===== config.mk =====
export PLATFORM = sky130hd
export DESIGN_NAME = bcd_scan_display
export DESIGN_NICKNAME = d
export VERILOG_FILES = /design/src/rtl/bcd_disp_pkg.sv /design/src/rtl/bcd_scan_timer.sv /design/src/rtl/bcd_scan_display.sv
export SDC_FILE = /design/constraint.sdc
export NUM_CORES = 1
export LEC_CHECK = 0
export CAP_MARGIN = 15
export CORE_ASPECT_RATIO = 0.5
export CORE_MARGIN = 2
export CORE_UTILIZATION = 40
export DETAILED_ROUTE_END_ITERATION = 6
export MAX_ROUTING_LAYER = met4
export PLACE_DENSITY = 0.64
export SYNTH_ARGS = -nofsm -noshare
export SYNTH_HDL_FRONTEND = slang
export SYNTH_SLANG_ARGS = --single-unit

===== constraint.sdc =====
create_clock -name clk -period 4 [get_ports clk]
set_input_delay 0.4 -clock clk [delete_from_list [all_inputs] [get_ports clk]]
set_output_delay 0.4 -clock clk [all_outputs]
set_load 0.1 [all_outputs]

===== src/rtl/bcd_disp_pkg.sv =====
// Shared seven-segment constants and BCD decode for the scanned display.
// Patterns are active-high, with seg[0]=a through seg[6]=g.
package bcd_disp_pkg;

  localparam logic [6:0] SEG_0    = 7'h3F;
  localparam logic [6:0] SEG_1    = 7'h06;
  localparam logic [6:0] SEG_2    = 7'h5B;
  localparam logic [6:0] SEG_3    = 7'h4F;
  localparam logic [6:0] SEG_4    = 7'h66;
  localparam logic [6:0] SEG_5    = 7'h6D;
  localparam logic [6:0] SEG_6    = 7'h7D;
  localparam logic [6:0] SEG_7    = 7'h07;
  localparam logic [6:0] SEG_8    = 7'h7F;
  localparam logic [6:0] SEG_9    = 7'h6F;
  localparam logic [6:0] SEG_DASH = 7'h40;
  localparam logic [6:0] SEG_OFF  = 7'h00;

  typedef enum logic {
    PH_BLANK = 1'b0,
    PH_SHOW  = 1'b1
  } phase_e;

  function automatic logic [6:0] bcd_to_seg(input logic [3:0] nibble);
    logic [6:0] pattern;
    case (nibble)
      4'd0:    pattern = SEG_0;
      4'd1:    pattern = SEG_1;
      4'd2:    pattern = SEG_2;
      4'd3:    pattern = SEG_3;
      4'd4:    pattern = SEG_4;
      4'd5:    pattern = SEG_5;
      4'd6:    pattern = SEG_6;
      4'd7:    pattern = SEG_7;
      4'd8:    pattern = SEG_8;
      4'd9:    pattern = SEG_9;
      default: pattern = SEG_DASH;
    endcase
    return pattern;
  endfunction

  function automatic logic nibble_invalid(input logic [3:0] nibble);
    return (nibble > 4'd9);
  endfunction

endpackage


===== src/rtl/bcd_scan_timer.sv =====
// Slot timer for the display scan: prescale counter, digit index,
// blank/show phase and a one-cycle pulse on the last cycle of each frame.
module bcd_scan_timer
  import bcd_disp_pkg::*;
#(
  parameter int NDIG      = 4,
  parameter int PRESCALE  = 50000,
  parameter int BLANK_CYC = 2,
  localparam int IDXW     = $clog2(NDIG)
) (
  input  logic            clk,
  input  logic            clr,
  output logic [IDXW-1:0] idx,
  output phase_e          phase,
  output logic            frame_end
);

  localparam int PCW = $clog2(PRESCALE);
  localparam logic [PCW-1:0]  PC_LAST   = PCW'(PRESCALE - 1);
  localparam logic [PCW-1:0]  BLANK_END = PCW'(BLANK_CYC);
  localparam logic [IDXW-1:0] IDX_LAST  = IDXW'(NDIG - 1);

  logic [PCW-1:0]  pc_q, pc_d;
  logic [IDXW-1:0] idx_q, idx_d;
  logic            pc_wrap;

  always_comb begin
    pc_wrap = (pc_q == PC_LAST);
    pc_d    = pc_wrap ? '0 : pc_q + PCW'(1);
    idx_d   = idx_q;
    if (pc_wrap) begin
      idx_d = (idx_q == IDX_LAST) ? '0 : idx_q + IDXW'(1);
    end
  end

  always_ff @(posedge clk or posedge clr) begin
    if (clr) begin
      pc_q  <= '0;
      idx_q <= '0;
    end else begin
      pc_q  <= pc_d;
      idx_q <= idx_d;
    end
  end

  // The first BLANK_CYC cycles of every slot keep all anodes dark so the
  // previous digit's segments cannot ghost onto the next anode.
  assign phase     = (pc_q < BLANK_END) ? PH_BLANK : PH_SHOW;
  assign frame_end = pc_wrap && (idx_q == IDX_LAST);
  assign idx       = idx_q;

endmodule


===== src/rtl/bcd_scan_display.sv =====
// Multiplexed common-anode 7-segment driver for NDIG BCD digits with
// frame-aligned shadow updates, leading-zero suppression and a sticky error flag.
module bcd_scan_display
  import bcd_disp_pkg::*;
#(
  parameter int NDIG       = 4,
  parameter int PRESCALE   = 50000,
  parameter int BLANK_CYC  = 2,
  parameter int ACTIVE_LOW = 1
) (
  input  logic              clk,
  input  logic              clr,
  input  logic [4*NDIG-1:0] digits_in,
  input  logic              load,
  input  logic              lz_blank,
  output logic [6:0]        seg,
  output logic [NDIG-1:0]   an,
  output logic              err
);

  localparam int IDXW = $clog2(NDIG);
  localparam bit INVERT = (ACTIVE_LOW != 0);
  localparam logic [6:0]      SEG_IDLE = INVERT ? 7'h7F : 7'h00;
  localparam logic [NDIG-1:0] AN_IDLE  = INVERT ? {NDIG{1'b1}} : {NDIG{1'b0}};

  logic [IDXW-1:0] idx;
  phase_e          phase;
  logic            frame_end;

  bcd_scan_timer #(
    .NDIG      (NDIG),
    .PRESCALE  (PRESCALE),
    .BLANK_CYC (BLANK_CYC)
  ) u_timer (
    .clk       (clk),
    .clr       (clr),
    .idx       (idx),
    .phase     (phase),
    .frame_end (frame_end)
  );

  logic [4*NDIG-1:0] staging_q, staging_d;
  logic [4*NDIG-1:0] shadow_q, shadow_d;
  logic              pending_q, pending_d;

  // A load coinciding with the frame boundary goes straight to the shadow,
  // so the freshest value wins and nothing is left pending.
  always_comb begin
    staging_d = staging_q;
    shadow_d  = shadow_q;
    pending_d = pending_q;
    if (load) begin
      staging_d = digits_in;
      pending_d = 1'b1;
    end
    if (frame_end) begin
      if (load) begin
        shadow_d  = digits_in;
        pending_d = 1'b0;
      end else if (pending_q) begin
        shadow_d  = staging_q;
        pending_d = 1'b0;
      end
    end
  end

  logic [3:0] nib [NDIG];

  for (genvar gi = 0; gi < NDIG; gi++) begin : g_nib
    assign nib[gi] = shadow_q[4*gi +: 4];
  end

  // lz_mask[k] is set when digit k and every digit above it are zero.
  logic [NDIG-1:0] lz_mask;
  logic            zero_run;

  always_comb begin
    lz_mask  = '0;
    zero_run = 1'b1;
    for (int k = NDIG - 1; k >= 1; k--) begin
      zero_run   = zero_run && (nib[k] == 4'd0);
      lz_mask[k] = zero_run;
    end
  end

  logic [3:0]      cur_nib;
  logic            cur_blank;
  logic [NDIG-1:0] an_act;
  logic [6:0]      seg_act;
  logic [NDIG-1:0] an_q, an_d;
  logic [6:0]      seg_q, seg_d;
  logic            err_q, err_d;

  always_comb begin
    cur_nib   = nib[idx];
    cur_blank = lz_blank && lz_mask[idx];
    an_act    = '0;
    seg_act   = SEG_OFF;
    err_d     = err_q;
    if (phase == PH_SHOW) begin
      an_act[idx] = 1'b1;
      if (!cur_blank) begin
        seg_act = bcd_to_seg(cur_nib);
      end
      if (nibble_invalid(cur_nib)) begin
        err_d = 1'b1;
      end
    end
    an_d  = INVERT ? ~an_act  : an_act;
    seg_d = INVERT ? ~seg_act : seg_act;
  end

  always_ff @(posedge clk or posedge clr) begin
    if (clr) begin
      staging_q <= '0;
      shadow_q  <= '0;
      pending_q <= 1'b0;
      an_q      <= AN_IDLE;
      seg_q     <= SEG_IDLE;
      err_q     <= 1'b0;
    end else begin
      staging_q <= staging_d;
      shadow_q  <= shadow_d;
      pending_q <= pending_d;
      an_q      <= an_d;
      seg_q     <= seg_d;
      err_q     <= err_d;
    end
  end

  assign an  = an_q;
  assign seg = seg_q;
  assign err = err_q;

endmodule


; ---- After elaboration in Yosys (flattened, before gate mapping)
; Memories as Yosys holds them, arrays and structs flattened.
; Cells that the tools add are included.
[classes]
reduce_logical = 11
n_shift = 0
n_mul = 0
addsub = 2
magnitude_cmp = 5
div = 0
muxes = 18
n_eq_ne = 2
bitwise = 4
[op_table]
columns = cell, count
row1 = $mux W16, 3
row2 = $add A16 B1 Y16 const B, 1
row3 = $eq A16 B16 Y1 const B, 1
row4 = $lt A16 B2 Y1 const B, 1
row5 = $mux W7, 2
row6 = $logic_not A4 Y1, 3
row7 = $mux W4, 3
row8 = $bmux W4 S2, 1
row9 = $not A7 Y7, 1
row10 = $mux W1, 6
row11 = $logic_and A1 B1 Y1, 5
row12 = $gt A4 B4 Y1 const B, 1
row13 = $not A4 Y4, 1
row14 = $reduce_and A2 Y1, 2
row15 = $ge A3 B3 Y1 const B, 1
row16 = $lt A2 B3 Y1 const B, 1
row17 = $not A2 Y3, 1
row18 = $add A2 B1 Y2 const B, 1
row19 = $bmux W1 S2, 1
row20 = $demux W1 S2, 1
row21 = $eq A2 B2 Y1 const B, 1
row22 = $ge A2 B1 Y1 const B, 1
row23 = $mux W2, 1
row24 = $reduce_bool A2 Y1, 1
row25 = $not A1 Y1, 1
[totals]
wordCells = 51
rom_bits = 112
latch_bits = 0
reg_bits = 63
ram_bits = 0
n_memories = 1
[mem_list]
columns = memory, words, width, rd, rd_ports_with_merged_regs, wr, line_no
row1 = (no name shown), 16, 7, 1, 0, 0, bcd_disp_pkg.sv:25  ; case (nibble)

; ---- Logic depth before layout (Yosys ltp)
[logic_depth]
depth_word = 9
mapped_depth = 8
ltp_nobuf = 7

; ---- By module
; From an unflattened synthesis, not the netlist that was laid out.
[unflattened]
cells_unflattened = 219
area_unflattened_um2 = 2830.2
[by_module_without_submodules]
columns = mod, seq_area_each_um2, cells_each, instances, area_per_inst_um2
row1 = bcd_scan_display, 1139.8, 137, 1, 1945.6
row2 = bcd_scan_timer, 450.4, 82, 1, 884.6

; ---- Least setup slack after synthesis
; Ideal clock, no wire load.
[synth_path]
kind = flip-flop to flip-flop
start = register u_timer.idx_q[0], in the netlist u_timer.idx[0]
end = register seg_q[0], in the netlist seg[0]
slack_ns = 2.181
setup_ns = 0.099
period_less_slack_ns = 1.819
arrival_ns = 1.720
path_stages_with_launch = 7
cell_sequence = dfrtp_1 > buf_6 > mux4_1 > ha_1 > o21ba_2 > a21oi_1 > nand3_1
[synth_via]
elab_chain_len = 8
word_cells_on_any_way = 11
[synth_rtl]
columns = item, line_no
row1 = from (decl), bcd_scan_timer.sv:24  ; logic [IDXW-1:0] idx_q, idx_d;
row2 = from (signal assigned), bcd_scan_timer.sv:42  ; idx_q <= idx_d;
row3 = $not A2 Y3 (implied by the code), bcd_scan_display.sv:95  ; cur_nib = nib[idx];
row4 = $bmux W4 S2, bcd_scan_display.sv:95
row5 = $mux W4 (implied by the code) (2 in series), bcd_scan_display.sv:95
row6 = $mem_v2 Z16 W7, n/a
row7 = $mux W7 *, bcd_scan_display.sv:102  ; if (!cur_blank) begin
row8 = $mux W7 *, bcd_scan_display.sv:100  ; if (phase == PH_SHOW) begin
row9 = $not A7 Y7 *, bcd_scan_display.sv:110  ; seg_d = INVERT ? ~seg_act : seg_act;
row10 = named net seg_d[0], bcd_scan_display.sv:91  ; logic [6:0] seg_q, seg_d;
row11 = to (signal assigned), bcd_scan_display.sv:126  ; seg_q <= seg_d;
row12 = to (decl), bcd_scan_display.sv:91
; The timed path passes the listed nets; every way through them passes the cells marked *. The select of a mux whose other input is x is not followed.
; A chain may end at the register's enable or synchronous reset.

; ---- Worst setup path after layout
[layout_path]
start = register seg_q[2], in the netlist seg[2]
end = output port seg[2]
[layout_rtl]
columns = item, line_no
row1 = to (decl), bcd_scan_display.sv:16  ; output logic [6:0] seg,
; No word-level cell between the ends.

==> run_summary.xml <==
<?xml version="1.0" encoding="UTF-8"?>
<metrics>
  <group name="status">
    <metric name="outcome" unit="">completed</metric>
  </group>
  <group name="placement">
    <metric name="portBuffers" unit="">31</metric>
    <metric name="placed_area" unit="µm²">3290</metric>
    <metric name="placer_congestion_estimate" unit="">0.808</metric>
    <metric name="place.detailed.hpwl" unit="mm">3.56</metric>
  </group>
  <group name="clock_tree">
    <metric name="cts-root-to-sink-buffers" unit="">2</metric>
    <metric name="cts_tree" unit="">built</metric>
    <metric name="cts.root.buffer_cell" unit="">clkbuf_16</metric>
    <metric name="worst_skew_pair.late_latency" unit="ns">0.33</metric>
    <metric name="cts_buffers" unit="">9</metric>
    <metric name="postCtsSetupBuffers" unit="">0</metric>
    <metric name="cts-resized-gates" unit="">0</metric>
    <metric name="worst_setup_hold_path_clk_slew" unit="ns">0.05</metric>
    <metric name="numClockSinks" unit="">63</metric>
    <metric name="clock_tree.htree_level_count" unit="">3</metric>
    <metric name="cts_hold_repair.buffers" unit="">0</metric>
  </group>
  <group name="logic_synthesis">
    <metric name="synthDistinctLibCells" unit="">42</metric>
    <metric name="async_flop_share" unit="">1.00</metric>
    <metric name="postSynthCellCount" unit="">217</metric>
    <metric name="mapped_avg_cell_area" unit="µm²">13.4</metric>
    <metric name="ys_seq_area_frac" unit="">0.548</metric>
    <metric name="synth_enable_flop_cells" unit="">0</metric>
    <metric name="mappedNetlistNets" unit="">247</metric>
    <metric name="synth.ff_latch_count" unit="">63</metric>
    <metric name="ys_warn_count" unit="">0</metric>
    <metric name="syn-cell-area" unit="µm²">2900</metric>
    <metric name="ys_dominant_reg_cell" unit="">dfrtp_1</metric>
  </group>
  <group name="floorplan">
    <metric name="fp.dieArea" unit="µm²">7990</metric>
    <metric name="num_rows" unit="">21</metric>
    <metric name="core_area" unit="µm²">6860</metric>
    <metric name="initial_core_util" unit="">0.423</metric>
    <metric name="chipHeight" unit="µm">64.2</metric>
    <metric name="ioPinCount" unit="">32</metric>
    <metric name="fp.dieW" unit="µm">124</metric>
  </group>
  <group name="sta">
    <metric name="unrepaired_setup_endpoints_after_global_routing" unit="">false</metric>
    <metric name="maximum_frequency_from_static_timing_analysis" unit="MHz">424</metric>
    <metric name="fin_skew" unit="ns">0.00425</metric>
    <metric name="finalWorstPathRequiredPeriod" unit="ns">2.36</metric>
    <metric name="transition_time_at_the_pin_with_the_least_slew_margin" unit="ns">0.971</metric>
    <metric name="timing.final.crit_share" unit="">0.590</metric>
    <metric name="timing_max_transition_violations_final" unit="">0</metric>
    <metric name="fin_worst_hold_slack" unit="ns">0.429</metric>
    <metric name="maxSlewHeadroom" unit="">0.350</metric>
    <metric name="setup_viol" unit="">0</metric>
    <metric name="tns" unit="ns">0</metric>
    <metric name="number_of_endpoints_with_negative_hold_slack_in_the_final_report" unit="">0</metric>
  </group>
  <group name="finish">
    <metric name="multi_input_comb_area" unit="µm²">1240</metric>
    <metric name="final_net_count" unit="">284</metric>
    <metric name="filler_cell_count" unit="">581</metric>
    <metric name="post_route_cell_area" unit="µm²">3640</metric>
    <metric name="seq_area" unit="µm²">1590</metric>
    <metric name="most_used_cells_in_the_layout_excluding_fill_and_tap_cells" unit="">dfrtp_1 (52), clkdlybuf4s50_1 (31), mux2_2 (24)</metric>
    <metric name="diodes" unit="">0</metric>
    <metric name="most_common_library_cell_in_the_layout_ignoring_fill_and_taps" unit="">dfrtp_1</metric>
    <metric name="syn_to_final_growth" unit="%">25.5</metric>
    <metric name="post_route_cells_drive_above_1_share" unit="">0.286</metric>
  </group>
  <group name="detailed_routing">
    <metric name="drt-wirelength-per-cell" unit="µm">14.9</metric>
    <metric name="via_total_after_detailed_routing" unit="">1781</metric>
    <metric name="drt_first_pass_iters" unit="">4</metric>
    <metric name="via_per_inst" unit="">5.07</metric>
    <metric name="drt_iter0_drc" unit="">39</metric>
    <metric name="drc_markers" unit="">0</metric>
    <metric name="ant_nets" unit="">0</metric>
    <metric name="routed_wirelength" unit="mm">5.24</metric>
  </group>
  <group name="critical_path">
    <metric name="worstPathMaxFanout" unit="">1</metric>
    <metric name="worst-r2r-cell-count" unit="">5</metric>
    <metric name="path_buf_inv" unit="">1</metric>
    <metric name="worst-r2r-setup-slack" unit="ns">1.94</metric>
    <metric name="reg2reg_from" unit="">u_timer.idx[0]</metric>
    <metric name="crit_path_start" unit="">seg[2]</metric>
    <metric name="critical-path-top-delay-family" unit="">buffers and inverters</metric>
    <metric name="slowest_stage" unit="">clkdlybuf4s50_1</metric>
    <metric name="crit_chain" unit="">clkdlybuf4s50_1</metric>
    <metric name="critPathKind" unit="">reg -&gt; out</metric>
    <metric name="cp-end-kind" unit="">output pin</metric>
    <metric name="start_kind" unit="">flop</metric>
    <metric name="r2r_path_end" unit="">seg[3]</metric>
    <metric name="cp_slowest_stage_delay" unit="ns">1.12</metric>
    <metric name="worst_path_arrival" unit="ns">1.96</metric>
    <metric name="critical_path_required" unit="ns">3.60</metric>
  </group>
  <group name="power_and_ir_drop">
    <metric name="peakVddDrop" unit="mV">0.202</metric>
    <metric name="pwr_density_cell" unit="nW/µm²">442</metric>
    <metric name="power.leakage" unit="nW">1.70</metric>
  </group>
  <group name="global_routing">
    <metric name="grt_pass1_wl" unit="mm">9.11</metric>
    <metric name="groute.usage.overall" unit="">0.150</metric>
    <metric name="gr-total-overflow" unit="">0</metric>
    <metric name="grt_antenna_before_repair" unit="">0</metric>
    <metric name="grt_pass1_vias" unit="">1836</metric>
    <metric name="maximum_number_of_pins_on_one_net_before_global_route_repair" unit="">38</metric>
  </group>
  <group name="worst_hold_path">
    <metric name="timing.hold.worst.class" unit="">in -&gt; async</metric>
  </group>
  <group name="run">
    <metric name="max_cap_viol_count" unit="">0</metric>
  </group>
</metrics>
## logic make-up after synthesis
| kind of cell | after synthesis | share of synthesized area |
|---|---|---|
| buf+inv | 14 | 0.0254 |
| mux | 39 | 0.181 |
| xor+xnor | 13 | 0.0392 |
| fa+ha+maj | 10 | 0.0431 |
| simple gates | 63 | 0.128 |
| compound gates | 15 | 0.0354 |
| flops | 63 | 0.548 |
## per-stage QoR
stage          power (W)   util  instances  worst slack [ns]
4_1_cts          0.00163  0.531        351              1.62
6_report         0.00161  0.531        351              1.64
3_5_place_dp    0.000729  0.480        335              1.78
5_1_grt          0.00167  0.531        351              1.60
2_1_floorplan   0.000700      -        217              2.05
3_3_place_gp    0.000727  0.480        335              1.84
## per-layer routing
metal / part of all wire / track usage / up-vias
met3: 0.042 / 0.0586 / 6
met5: 0 / - / -
met1: 0.46 / 0.186 / 896
met2: 0.48 / 0.236 / 32
li1: - / - / 847
met4: 0.0086 / 0.0323 / 0
## area by class of cell
type	count	area share
clock buffer	10	0.0656
clock inverter	6	0.0296
inverter	7	0.00722
multi-input combinational	140	0.340
sequential	63	0.437
tap	92	0.0316
timing repair buffer	33	0.0893
## report_power, final
| group | internal (W) | total [W] | switching (W) |
|---|---|---|---|
| clock network | 0.000622 | 0.000894 | 0.000271 |
| registers | 0.000655 | 0.000658 | 0.00000381 |
| logic | 0.0000324 | 0.0000582 | 0.0000258 |
## registers in the layout, indices dropped and copies added, names as in the netlist
| signal | cells |
|---|---|
| shadow_q | 16 |
| staging_q | 16 |
| u_timer.pc_q | 16 |
| seg | 7 |
| an | 4 |
| u_timer.idx | 2 |
| err | 1 |
| pending_q | 1 |
## cells in the mapped netlist (2+ instances only)
master	instances	area, µm²
o21ai_0	2	10.0
dfstp_2	11	289
buf_2	2	10.0
a21oi_1	7	35.0
xor2_1	7	61.3
nor2_1	12	45.0
and3_1	6	37.5
inv_1	7	26.3
nand2_1	7	26.3
buf_6	2	22.5
dfrtp_1	52	1300
mux2_2	24	270
mux4_2	3	67.6
nor4_1	4	25.0
xnor2_1	6	52.6
clkbuf_1	2	7.51
nor2b_1	2	12.5
nand3_1	11	55.1
nor3_1	4	20.0
mux2_4	10	150
nand4_1	6	37.5
ha_1	10	125
## worst max-delay path by stage
stage,end,slack [ns],depth (start not counted)
detailed placement,shadow_q[0],1.78,6
CTS,seg[2],1.62,1
global route,seg[5],1.60,1
floorplan,err,2.05,1
global placement,shadow_q[0],1.84,6
finish,seg[2],1.64,1
Power figures use the tool's default switching activity.
==> variant (config.mk and constraints unchanged) <==
Put one more register stage on the output `seg`. The value now appears one clock later. The other outputs are not delayed to match.
--- a/src/rtl/bcd_scan_display.sv
+++ b/src/rtl/bcd_scan_display.sv
@@ -131,3 +131,5 @@
   assign an  = an_q;
-  assign seg = seg_q;
+  always_ff @(posedge clk) begin
+    seg <= seg_q;
+  end
   assign err = err_q;
Formal check against the unedited RTL: not equivalent (Yosys sat finds a counterexample within 4 cycles, from zero or initial values).
==> variant against the unedited design <==
- sequential cell count increased by 7
- die area grew 3.5%
- cell area grew 2.4%
- worst setup slack worse by 0.19 ns
- sequential share of layout area is 2.7 points higher
- largest power group unchanged
- area after synthesis increased by 3.6%
- total power is 1.2% higher
- clock skew rose by 0.0023 ns
- routed wire length down 0.44%
- register-to-register slack worse by 0.49 ns
==> variant: results (changes against the unedited design) <==
Worst Clk Skew: 0.00653 ns (+0.00228 ns)
Seq/Total Area, Yosys: 57.6% (+2.7 points)
clock network area share: 8.86% (-0.66 points)
Yosys top cell area share: 43.3% (-1.6 points)
largest net degree at the start of global routing: 46 (+21%)
# fillers: 613 (+5.5%)
status: complete, no violations
Post-Place Cell Area: 3400 um^2 (+3.2%)
slew margin rel.: 34.5% (-0.51 points)
power in sequential cells: 728 uW (+11%)
post-synthesis share of cell area spent on full adders, half adders and majority gates: 4.16% (-0.15 points)
leak pwr: 0.00166 uW (-2.0%)
Rows: 22 (+4.8%)
vias in the first global route: 1918 (+4.5%)
count of different cell masters after synthesis: 37 (-12%)
Crit path largest cell delay: 0.88 ns (-0.24 ns)
Worst Hold Class: reg2reg
Routed wire per std cell: 14.3 um (-4.5%)
Critical Path Slowest Stage Cell: or4_1
share of synthesized registers carrying an async set or reset: 90.0% (-10 points)
non-clk buf share: 8.92% (-0.012 points)
synthesized instance count: 227 (+4.6%)
DP Worst Slack: 1.38 ns (-0.404 ns)
dpl hpwl: 3630 um (+2.0%)
Placed Cells: 350 (+4.5%)
bufs w/o clock: 34 (+3.0%)
CLK BUF: 13 (+3)
CP max FO: 16 (+15)
crit path DAT: 2.76 ns (+0.80 ns)
Synth Area in XOR/XNOR: 3.79% (-0.14 points)
gpl congestion: 0.855 (+5.8%)
largest cells by area after synthesis: dfrtp_1, dfstp_2, mux2_2
Max IR drop VDD: 238 uV (+17%)
area of the multi-input gates: 1180 um^2 (-4.8%)
Clk pwr share: 51.8% (-3.7 points)
-- variant: cell types whose count changed in the layout (fill, tap and decap cells not counted), sizes merged, moves of 2 or more --
cell / unedited run / this run
dfxtp: 0 / 7
bufinv: 3 / 1
nand2: 7 / 10
clkbuf: 10 / 13
nand3: 12 / 15
nand4: 6 / 2
nor4: 5 / 8
and3: 6 / 1
inv: 7 / 10
-- variant: layer usage --
layer	vias up	GRT usage [%]	routed length [um]
li1	873	-	-
met1	897	18.5	2510
met2	26	22.9	2450
met3	5	5.46	197
met4	0	5.22	60
met5	-	-	0
-- variant: worst paths after layout --
kind	cells past startpoint	endpoint	start	slack, ns
worst max-delay path	5	shadow_q[4]	u_timer.pc_q[1]	1.45
worst min-delay path	0	seg[5]	seg_q[5]	0.40
worst max register to register	5	shadow_q[4]	u_timer.pc_q[1]	1.45
worst min register to register	0	seg[5]	seg_q[5]	0.40
max in group asynchronous	3	seg_q[0]	clr	2.56
min in group asynchronous	2	u_timer.pc_q[5]	clr	0.60
